<file path="config.mk">
export PLATFORM = sky130hd
export DESIGN_NAME = timer_flat
export DESIGN_NICKNAME = d
export VERILOG_FILES = /design/src/rtl/timer_pkg.sv /design/src/rtl/timer_if.sv /design/src/rtl/timer_tick_gen.sv /design/src/rtl/timer.sv /design/src/flat_wrapper.sv
export SDC_FILE = /design/constraint.sdc
export NUM_CORES = 1
export LEC_CHECK = 0
export ABC_AREA = 1
export BUFFER_PORTS_ARGS = -buffer_cell sky130_fd_sc_hd__buf_4
export CORE_MARGIN = 1.5
export CORE_UTILIZATION = 50
export DETAILED_ROUTE_END_ITERATION = 8
export GPL_TIMING_DRIVEN = 0
export PLACE_DENSITY = 0.68
export SKIP_LAST_GASP = 1
export SLEW_MARGIN = 20
export SYNTH_ARGS = -nofsm -noshare
export SYNTH_HDL_FRONTEND = slang
export SYNTH_HIERARCHICAL = 1
export SYNTH_SLANG_ARGS = --single-unit
</file>
<file path="constraint.sdc">
create_clock -name clk -period 2.4 [get_ports clk]
set_clock_uncertainty 0.1 [all_clocks]
set_input_delay 0.48 -clock clk [delete_from_list [all_inputs] [get_ports clk]]
set_output_delay 0.48 -clock clk [all_outputs]
set_load 0.005 [all_outputs]
</file>
<file path="src/rtl/timer_pkg.sv">
// ============================================================================
// Module : timer_pkg
// Brief  : Shared widths, default clock rate and the 4-bit to packed-BCD decode.
// Rev    : 1.0  initial release
// ============================================================================
`default_nettype none

package timer_pkg;

   localparam int BCD_W          = 8;
   localparam int PRESET_W       = 4;
   localparam int DEFAULT_CLK_HZ = 50_000_000;

   function automatic logic [BCD_W-1:0] bin4_to_bcd(input logic [PRESET_W-1:0] bin);
      logic [BCD_W-1:0] bcd;
      if (bin >= 4'd10) begin
         bcd = {4'd1, bin - 4'd10};
      end else begin
         bcd = {4'd0, bin};
      end
      return bcd;
   endfunction

endpackage

`default_nettype wire

</file>
<file path="src/rtl/timer_if.sv">
// ============================================================================
// Module : timer_if
// Brief  : Preset / display bundle; timeout present only with TIMER_TIMEOUT_EN.
// Rev    : 1.0  initial release
// ============================================================================
`default_nettype none

interface timer_if;
   import timer_pkg::*;

   logic [PRESET_W-1:0] set_timer;
   logic [BCD_W-1:0]    digit_time;

`ifdef TIMER_TIMEOUT_EN
   logic                timeout;

   modport master (output set_timer, input  digit_time, input  timeout);
   modport slave  (input  set_timer, output digit_time, output timeout);
`else
   modport master (output set_timer, input  digit_time);
   modport slave  (input  set_timer, output digit_time);
`endif

endinterface

`default_nettype wire

</file>
<file path="src/rtl/timer_tick_gen.sv">
// ============================================================================
// Module : tick_gen
// Brief  : Prescaler producing a one-cycle tick every TICK_DIV enabled clocks.
// Rev    : 1.0  initial release
// ============================================================================
`default_nettype none

module tick_gen #(
   parameter int TICK_DIV = 4
) (
   input  wire logic clk,
   input  wire logic rst_n,
   input  wire logic clr,
   input  wire logic en,
   output logic      tick
);

   localparam int            PW   = (TICK_DIV > 1) ? $clog2(TICK_DIV) : 1;
   localparam logic [PW-1:0] LAST = PW'(TICK_DIV - 1);

   logic [PW-1:0] prescaler;

   assign tick = en && !clr && (prescaler == LAST);

   // Held at zero while idle so a fresh countdown always gets a full period.
   always_ff @(posedge clk or negedge rst_n) begin
      if (!rst_n) begin
         prescaler <= '0;
      end else if (clr || !en || prescaler == LAST) begin
         prescaler <= '0;
      end else begin
         prescaler <= prescaler + 1'b1;
      end
   end

endmodule

`default_nettype wire

</file>
<file path="src/rtl/timer.sv">
// ============================================================================
// Module : timer
// Brief  : Preset-reloading countdown timer with packed-BCD display output.
//          Define TIMER_TIMEOUT_EN to add the expiry flag.
// Rev    : 1.0  initial release
// ============================================================================
`default_nettype none

module timer
   import timer_pkg::*;
#(
   parameter int CLK_HZ   = DEFAULT_CLK_HZ,
   parameter int TICK_DIV = CLK_HZ
) (
   input  wire logic clk,
   input  wire logic rst_n,
   timer_if.slave    bus
);

   logic [PRESET_W-1:0] set_q;
   logic [PRESET_W-1:0] count;
   logic                load;
   logic                tick;

   assign load = (bus.set_timer != set_q);

   tick_gen #(
      .TICK_DIV (TICK_DIV)
   ) u_tick_gen (
      .clk   (clk),
      .rst_n (rst_n),
      .clr   (load),
      .en    (count != '0),
      .tick  (tick)
   );

   // A preset change always wins over a coincident tick.
   always_ff @(posedge clk or negedge rst_n) begin
      if (!rst_n) begin
         set_q <= '0;
         count <= '0;
      end else if (load) begin
         set_q <= bus.set_timer;
         count <= bus.set_timer;
      end else if (tick && count != '0) begin
         count <= count - 1'b1;
      end
   end

   assign bus.digit_time = bin4_to_bcd(count);

`ifdef TIMER_TIMEOUT_EN
   logic timeout_q;

   always_ff @(posedge clk or negedge rst_n) begin
      if (!rst_n) begin
         timeout_q <= 1'b0;
      end else if (load) begin
         timeout_q <= 1'b0;
      end else if (tick && count == 4'd1) begin
         timeout_q <= 1'b1;
      end
   end

   assign bus.timeout = timeout_q;
`endif

endmodule

`default_nettype wire

</file>
<file path="src/flat_wrapper.sv">
// flat-port wrapper written by rule: the top's interface ports become plain ports
module timer_flat import timer_pkg::*;
#(
   parameter int CLK_HZ   = DEFAULT_CLK_HZ,
   parameter int TICK_DIV = CLK_HZ
)
  (clk, rst_n, bus_set_timer, bus_digit_time);
  timer_if bus_i ();
  input  wire logic clk;
  input  wire logic rst_n;
  input wire logic [$bits(bus_i.set_timer)-1:0] bus_set_timer;
  output wire logic [$bits(bus_i.digit_time)-1:0] bus_digit_time;
  assign bus_i.set_timer = bus_set_timer;
  assign bus_digit_time = bus_i.digit_time;
  timer #(.CLK_HZ(CLK_HZ), .TICK_DIV(TICK_DIV)) u_core (.clk(clk), .rst_n(rst_n), .bus(bus_i));
endmodule
</file>
==> impl_metrics.ini, run 1 <==
[outcome]
status = complete, no violations

[yosys]
ys_seq_elements = 34
yosys-top-cells-area = dfrtp_1, nand2_1, nor2_1
synth_top_area_share_pct = 36.9
syn_inst = 325
yosysTopAreaCell = dfrtp_1
yosys_warnings = 6
syn_area_mm2 = 0.00231
seq_area_frac_synth_pct = 36.9
avgSynthCellArea_um2 = 7.10
ys_types = 27

[route]
vias = 1976
ant_nets = 0
drc_errors = 0
dr.pass1.iters = 4
wirelength_mm = 4.48
drt-wirelength-per-cell_um = 11.3
drtIter0Drc = 138
via_per_inst = 4.98

[worst_setup_path]
cp_cell_sequence = inv_1, ha_1, inv_1, a31oi_2, nand2_1, o21ai_0, buf_4
reg2reg_setup_slack_ns = 0.46
cp_slowest_cell = dfrtp_1
critical_path.endpoint_type = output port
r2r_end = u_core/count[3]$_DFFE_PN0P_
crit_required_ns = 1.82
crit_path_start = u_core/count[0]$_DFFE_PN0P_
cp_slowest_stage_delay_ns = 0.43
crit_path_frequent_cell = inv_1
crit_end = bus_digit_time[1]
rr_startpoint = u_core/count[1]$_DFFE_PN0P_
start_kind = register
arrival_ns = 1.48
critPathMaxFanout = 5
reg2reg_depth = 11
critical_path_class = register to output port

[sta]
fin_crit_ns = 2.06
rsz0062_at_grt = no
finalCritPeriodShare_pct = 85.7
drv_slew = 0
final-hold-violation-count = 0
setup_viol = 0
max_freq_ghz = 0.486
fin_setup_tns_ns = 0
fin_ws_ns = 0.343

[clocking]
htreeDepth = 2
clockRootBuffer = clkbuf_8
cts.sinks = 34
clk_latency_ns = 0.28
cts_tree = yes
post_cts_buffers = 0
clockBufferDepth = 2
cts_hold_buffers = 0
clkSlewWorstSetupHoldPaths_ns = 0.07
cts_buffers = 5
ctsResizeCount = 0

[job]
maxCapViolations = 0

[placement]
gp_congestion = 0.922
numPortBuffers = 10
place_ws_ns = 0.334
post-dp-hpwl_mm = 3.42
placed_cell_area_mm2 = 0.00245

[cells_and_area]
final_area_mm2 = 0.00260
n_antenna_cell = 0
fin_nets = 356
drive_gt1_share_pct = 13.6
area_growth_pct = 12.6

[die]
dieArea_mm2 = 0.00503
die_w_um = 70.9
start_util_pct = 52.6
ioPinCount = 14
fp-row-count = 24
core_mm2 = 0.00438
die-height_um = 70.9

[grt]
grt_pass1_wl_mm = 8.26
track_usage_pct = 20.4
global_route.overflow_total = 0
antenna_found_initial = 0
grt_max_degree = 35
grt_pass1_vias = 1851

[power_and_ir_drop]
p_leak_uw = 0.00116
power_per_cell_area_mw_per_mm2 = 539
vdd.ir_drop.worst_v = 0.000376

[worst_hold_path]
hold_class = primary input to async pin
-- where the power goes --
part | internal [µW] | switching (µW)
registers | 583 | 10.7
logic | 61.9 | 87.6
clock network | 443 | 213
-- per-layer routing --
| metal | vias up | wire length, µm | track usage (%) |
|---|---|---|---|
| li1 | 1025 | - | - |
| met1 | 904 | 2230 | 30.0 |
| met2 | 43 | 1960 | 31.5 |
| met3 | 4 | 248 | 3.85 |
| met4 | 0 | 42 | 4.40 |
| met5 | - | 0 | 0 |
-- through the flow --
| stage | std cells | power [µW] | hold WS, ns | util, % |
|---|---|---|---|---|
| 4_1_cts | 397 | 1410 | 0.0587 | 59.2 |
| 6_report | 397 | 1400 | 0.0305 | 59.2 |
| 5_1_grt | 397 | 1460 | 0.0799 | 59.2 |
| 3_3_place_gp | 389 | 753 | 0.360 | 56.0 |
| 2_1_floorplan | 327 | 703 | 0.0844 | - |
| 3_5_place_dp | 389 | 757 | 0.363 | 56.0 |
-- cells in the final DEF (no fill, tap or decap), drive strengths merged --
| cell | netlist | routed |
|---|---|---|
| ha | 6 | 6 |
| bufinv | 0 | 2 |
| inv | 42 | 42 |
| nor3 | 3 | 3 |
| and2 | 1 | 1 |
| nor2 | 77 | 77 |
| xnor2 | 9 | 9 |
| nand4 | 10 | 10 |
| nand2 | 97 | 97 |
| dfrtp | 34 | 34 |
| xor2 | 8 | 8 |
| clkbuf | 4 | 10 |
| nand3 | 20 | 20 |
| a21oi | 1 | 1 |
| a31oi | 2 | 2 |
| o21ai | 4 | 4 |
| conb | 1 | 3 |
| buf | 6 | 16 |
-- how the worst min path moves through the flow --
stage,start,endpoint,cells after the start
6_report,rst_n,u_core/u_tick_gen/prescaler[2]$_DFF_PN0_,1
5_1_grt,rst_n,u_core/set_q[0]$_DFFE_PN0P_,1
4_1_cts,rst_n,u_core/u_tick_gen/prescaler[1]$_DFF_PN0_,1
3_5_place_dp,rst_n,u_core/u_tick_gen/prescaler[3]$_DFF_PN0_,1
3_3_place_gp,rst_n,u_core/u_tick_gen/prescaler[3]$_DFF_PN0_,1
2_1_floorplan,rst_n,u_core/count[0]$_DFFE_PN0P_,0
-- flip-flops by register name (all words and copies together) (netlist names) --
name                         count
u_core/u_tick_gen/prescaler     26
u_core/count                     4
u_core/set_q                     4
-- cell usage after synthesis --
library cell / count
and2_1: 1
nor2_8: 2
ha_1: 6
conb_1: 1
nand4_1: 10
clkbuf_1: 4
nand3_1: 18
dfrtp_1: 34
xor2_1: 8
inv_1: 40
nand2_1: 88
nand2_2: 4
buf_6: 2
nor2_1: 69
a31oi_1: 1
o21ai_4: 1
o21ai_0: 3
buf_4: 4
nand2_4: 5
a21oi_1: 1
xnor2_1: 9
nor3_1: 3
a31oi_2: 1
inv_2: 2
nand3_2: 2
nor2_4: 1
nor2_2: 5
-- final cells by class --
class / count / area, µm²
sequential: 34 / 851
timing repair buffer: 10 / 75.1
fill: 417 / 1790
multi-input combinational: 241 / 1240
clock inverter: 2 / 60.1
buffer: 10 / 67.6
tap: 52 / 65.1
inverter: 42 / 158
clock buffer: 6 / 82.6
-- logic make-up after synthesis --
logic type	after synthesis	share of synthesized area, %
xor gates and xnor gates	17	6.46
adders and majority gates	6	3.26
and+or+nand+nor	208	41.1
other	1	0.163
DFF	34	36.9
AOI/OAI and AO/OA	7	2.39
buffers and inverters	52	9.77
-- critical path: cells and delay by family, from the launching register on --
kind                     cells  cell delay (ns)
AND/OR/NAND/NOR              1             0.07
flip-flops                   1             0.43
adder cells (fa/ha/maj)      1             0.14
buffers and inverters        3             0.28
AO/OA/AOI/OAI                2             0.29
No activity file was read; power rests on OpenSTA's default activity.
==> inputs of run 2 (changes only) <==
--- a/config.mk
+++ b/config.mk
@@ -8,10 +8,10 @@
 export ABC_AREA = 1
 export BUFFER_PORTS_ARGS = -buffer_cell sky130_fd_sc_hd__buf_4
 export CORE_MARGIN = 1.5
-export CORE_UTILIZATION = 50
+export CORE_UTILIZATION = 25
 export DETAILED_ROUTE_END_ITERATION = 8
 export GPL_TIMING_DRIVEN = 0
-export PLACE_DENSITY = 0.68
+export PLACE_DENSITY = 0.4
 export SKIP_LAST_GASP = 1
 export SLEW_MARGIN = 20
 export SYNTH_ARGS = -nofsm -noshare
==> impl_metrics.ini, run 2 (same netlist as run 1, synthesis figures left out) <==
[outcome]
status = complete, no violations

[placement]
post-dp-hpwl_mm = 3.89
place_ws_ns = 0.313
numPortBuffers = 10
place_inst = 445
gp_congestion = 0.791

[die]
dieArea_mm2 = 0.00981
ioPinCount = 14
die-height_um = 99.0
fp-row-count = 34
die_w_um = 99.0
start_util_pct = 26.1
core_mm2 = 0.00885

[cells_and_area]
multi_input_area_mm2 = 0.00124
drive_gt1_share_pct = 13.1
largest_register_ffs = 26
area_growth_pct = 13.0
register_area_um2 = 851
layout_commonest_cell = nand2_1
top_regs = u_core/u_tick_gen/prescaler: 26 flops, u_core/count: 4 flops, u_core/set_q: 4 flops
final_cells = 451
fin_nets = 356
regMostFlops = u_core/u_tick_gen/prescaler
nFillCells = 968
n_antenna_cell = 0
fin_util_pct = 29.5
final_cell_mix = nand2_1, nor2_1, inv_1, dfrtp_1, nand3_1

[worst_setup_path]
reg2reg_depth = 9
crit_required_ns = 1.82
critPathMaxFanout = 5
reg2reg_setup_slack_ns = 0.47
critical_path_class = register to output port
r2r_end = u_core/count[3]$_DFFE_PN0P_
start_kind = register
critical_path.endpoint_type = output port
rr_startpoint = u_core/u_tick_gen/prescaler[0]$_DFF_PN0_
arrival_ns = 1.49

[sta]
fin_setup_tns_ns = 0
rsz0062_at_grt = no
fin_ws_ns = 0.325
max_freq_ghz = 0.482
setup_viol = 0
fin_crit_ns = 2.07
finalCritPeriodShare_pct = 86.4
drv_slew = 0
final-hold-violation-count = 0

[clocking]
clkSlewWorstSetupHoldPaths_ns = 0.07
clk_latency_ns = 0.28
cts_hold_buffers = 0
cts.sinks = 34
post_cts_buffers = 0
clockRootBuffer = clkbuf_8
cts_buffers = 5
htreeDepth = 2
clockBufferDepth = 2
cts_tree = yes
ctsResizeCount = 0

[route]
drtIter0Drc = 163
drc_errors = 0
dr.pass1.iters = 4
via_per_inst = 4.19
ant_nets = 0
wirelength_mm = 5.14
drt-wirelength-per-cell_um = 11.4
vias = 1890

[grt]
grt_max_degree = 35
track_usage_pct = 12.1
global_route.overflow_total = 0
grt_pass1_vias = 1913
grt_pass1_wl_mm = 9.18
antenna_found_initial = 0

[worst_hold_path]
hold_class = primary input to async pin

[power_and_ir_drop]
vdd.ir_drop.worst_v = 0.000165
p_leak_uw = 0.00114
power_per_cell_area_mw_per_mm2 = 447
total_power_uw = 1160

[job]
maxCapViolations = 0
run 2: worst max-delay path, stage by stage, from the launching register on:
cell and delay [ns]:
dfrtp_1 0.43, inv_1 0.10, ha_1 0.14, inv_1 0.06, a31oi_2 0.22, nand2_1 0.07
o21ai_0 0.07, buf_4 0.13
run 2: worst max path at each step:
stage,from,endpoint,slack [ns],depth (start not counted)
after floorplan,bus_set_timer[2],u_core/count[3]$_DFFE_PN0P_,0.59,12
final,u_core/count[0]$_DFFE_PN0P_,bus_digit_time[2],0.33,7
after detailed placement,bus_set_timer[2],u_core/count[3]$_DFFE_PN0P_,0.31,12
after global placement,bus_set_timer[1],u_core/count[3]$_DFFE_PN0P_,0.32,12
after global routing,u_core/count[0]$_DFFE_PN0P_,bus_digit_time[1],0.14,7
after CTS,u_core/count[0]$_DFFE_PN0P_,bus_digit_time[2],0.30,7
run 2: final cells by class:
type | count | share of cell area, %
inverter | 42 | 6.05
clock buffer | 6 | 3.17
timing repair buffer | 10 | 2.88
multi-input combinational | 241 | 47.5
tap | 108 | 5.18
sequential | 34 | 32.6
buffer | 10 | 2.59
run 2: metal layers:
layer | wire length [µm] | vias to the layer above | global-route usage [%]
li1 | - | 1023 | -
met1 | 2580 | 838 | 16.3
met2 | 2330 | 27 | 19.4
met3 | 187 | 2 | 2.13
met4 | 51 | 0 | 4.29
met5 | 0 | - | 0
run 2: power breakdown:
group	internal [µW]	switching, µW
Combinational	61.9	89.1
Sequential	584	10.5
Clock	221	198
run 2: per-stage QoR:
stage	cell area, µm²	hold slack, ns
after global routing	2610	0.0823
after global placement	2520	0.374
final	2610	0.0575
after floorplan	2310	0.0844
after detailed placement	2520	0.381
after CTS	2610	0.0709
==> inputs of run 3 (changes only) <==
--- a/config.mk
+++ b/config.mk
@@ -7,11 +7,13 @@
 export LEC_CHECK = 0
 export ABC_AREA = 1
 export BUFFER_PORTS_ARGS = -buffer_cell sky130_fd_sc_hd__buf_4
+export CELL_PAD_IN_SITES_DETAIL_PLACEMENT = 1
+export CELL_PAD_IN_SITES_GLOBAL_PLACEMENT = 2
 export CORE_MARGIN = 1.5
 export CORE_UTILIZATION = 25
 export DETAILED_ROUTE_END_ITERATION = 8
 export GPL_TIMING_DRIVEN = 0
-export PLACE_DENSITY = 0.4
+export PLACE_DENSITY = 0.6
 export SKIP_LAST_GASP = 1
 export SLEW_MARGIN = 20
 export SYNTH_ARGS = -nofsm -noshare
==> impl_metrics.ini, run 3 (same netlist as run 1, synthesis figures left out) <==
[clocking]
clkSlewWorstSetupHoldPaths_ns = 0.08
htreeDepth = 2
cts_buffers = 5
cts_hold_buffers = 0
clockBufferDepth = 2
post_cts_buffers = 0
cts_tree = yes
clk_latency_ns = 0.29
cts.sinks = 34
clockRootBuffer = clkbuf_8
ctsResizeCount = 0

[worst_setup_path]
reg2reg_setup_slack_ns = 0.44
crit_end = bus_digit_time[1]
critPathMaxFanout = 5
critical_path.endpoint_type = output port
r2r_end = u_core/count[3]$_DFFE_PN0P_
crit_required_ns = 1.82
critical_path_class = register to output port
start_kind = register
rr_startpoint = u_core/count[0]$_DFFE_PN0P_
reg2reg_depth = 11
arrival_ns = 1.54
crit_path_start = u_core/count[0]$_DFFE_PN0P_

[sta]
setup_viol = 0
finalCritPeriodShare_pct = 88.4
max_freq_ghz = 0.472
fin_crit_ns = 2.12
drv_slew = 0
final-hold-violation-count = 0
fin_setup_tns_ns = 0
rsz0062_at_grt = no

[outcome]
status = complete, no violations

[route]
drtIter0Drc = 27
wirelength_mm = 5.87
drt-wirelength-per-cell_um = 13.0
via_per_inst = 4.32
dr.pass1.iters = 4
vias = 1956
ant_nets = 0
drc_errors = 0

[power_and_ir_drop]
p_leak_uw = 0.00114
p_clk_share_pct = 37.6
p_sw_uw = 321
p_sw_share_pct = 26.8
comb_power_share_pct = 12.8
power_per_cell_area_mw_per_mm2 = 458
vdd.ir_drop.worst_v = 0.000172
p_seq_share_pct = 49.6
intPower_uw = 877

[worst_hold_path]
hold_class = primary input to async pin

[grt]
track_usage_pct = 13.3
grt_pass1_wl_mm = 10.1
grt_max_degree = 35
antenna_found_initial = 0
grt_pass1_vias = 2029
global_route.overflow_total = 0

[placement]
placed_cell_area_mm2 = 0.00252
numPortBuffers = 10
gp_congestion = 0.746
post-dp-hpwl_mm = 4.51

[die]
fp-row-count = 34
core_mm2 = 0.00885
dieArea_mm2 = 0.00981
ioPinCount = 14
start_util_pct = 26.1
die_w_um = 99.0
die-height_um = 99.0

[cells_and_area]
fin_nets = 356
drive_gt1_share_pct = 13.3
fin_util_pct = 29.6
n_antenna_cell = 0
final_area_mm2 = 0.00262
area_growth_pct = 13.4
top_regs = u_core/u_tick_gen/prescaler: 26 flops, u_core/count: 4 flops, u_core/set_q: 4 flops
layout_commonest_cell = nand2_1
final_cell_mix = nand2_1, nor2_1, inv_1, dfrtp_1, nand3_1
regMostFlops = u_core/u_tick_gen/prescaler
largest_register_ffs = 26

[job]
maxCapViolations = 0
-- run 3: power by group through the flow --
stage | Sequential (µW) | Combinational, µW | Clock [µW]
4_1_cts | 594 | 159 | 483
5_1_grt | 596 | 177 | 503
3_5_place_dp | 606 | 158 | 0
2_1_floorplan | 603 | 101 | 0
6_report | 594 | 154 | 450
3_3_place_gp | 606 | 157 | 0
-- run 3: routing by layer --
metal / routed length (µm) / global-route usage [%]
met1: 3050 / 18.4
met4: 70 / 3.96
met5: 0 / 0
met2: 2600 / 21.0
met3: 152 / 2.62
-- run 3: per-stage QoR --
stage	worst slack, ns	hold slack [ns]	std cells	power [µW]
2_1_floorplan	0.592	0.0844	327	703
3_3_place_gp	0.297	0.387	445	762
3_5_place_dp	0.281	0.389	445	764
4_1_cts	0.257	0.0651	453	1240
5_1_grt	0.128	0.0801	453	1280
6_report	0.279	0.0510	453	1200
-- run 3: worst min-delay path by stage --
stage / from / to / slack (ns) / cells past startpoint
after floorplan: rst_n / u_core/count[0]$_DFFE_PN0P_ / 0.08 / 0
after global placement: rst_n / u_core/u_tick_gen/prescaler[2]$_DFF_PN0_ / 0.39 / 1
after detailed placement: rst_n / u_core/u_tick_gen/prescaler[2]$_DFF_PN0_ / 0.39 / 1
after CTS: rst_n / u_core/u_tick_gen/prescaler[2]$_DFF_PN0_ / 0.07 / 1
after global routing: rst_n / u_core/u_tick_gen/prescaler[1]$_DFF_PN0_ / 0.08 / 1
final: rst_n / u_core/u_tick_gen/prescaler[2]$_DFF_PN0_ / 0.05 / 1
-- run 3: worst max-delay path: stages, from the launching register on --
cell and delay [ns]:
dfrtp_1 0.44, inv_1 0.10, ha_1 0.15, inv_1 0.06
a31oi_2 0.23, nand2_1 0.07, o21ai_0 0.07, buf_4 0.13
-- run 3: cell type report --
| cell class | count | area, µm² |
|---|---|---|
| plain buffers | 10 | 67.6 |
| inverters | 42 | 158 |
| well taps | 108 | 135 |
| fillers | 1139 | 6230 |
| repair buffers | 10 | 75.1 |
| multi-input cells | 241 | 1240 |
| clock inverters | 1 | 5.00 |
| clock buffers | 7 | 86.3 |
| flip-flops and latches | 34 | 851 |
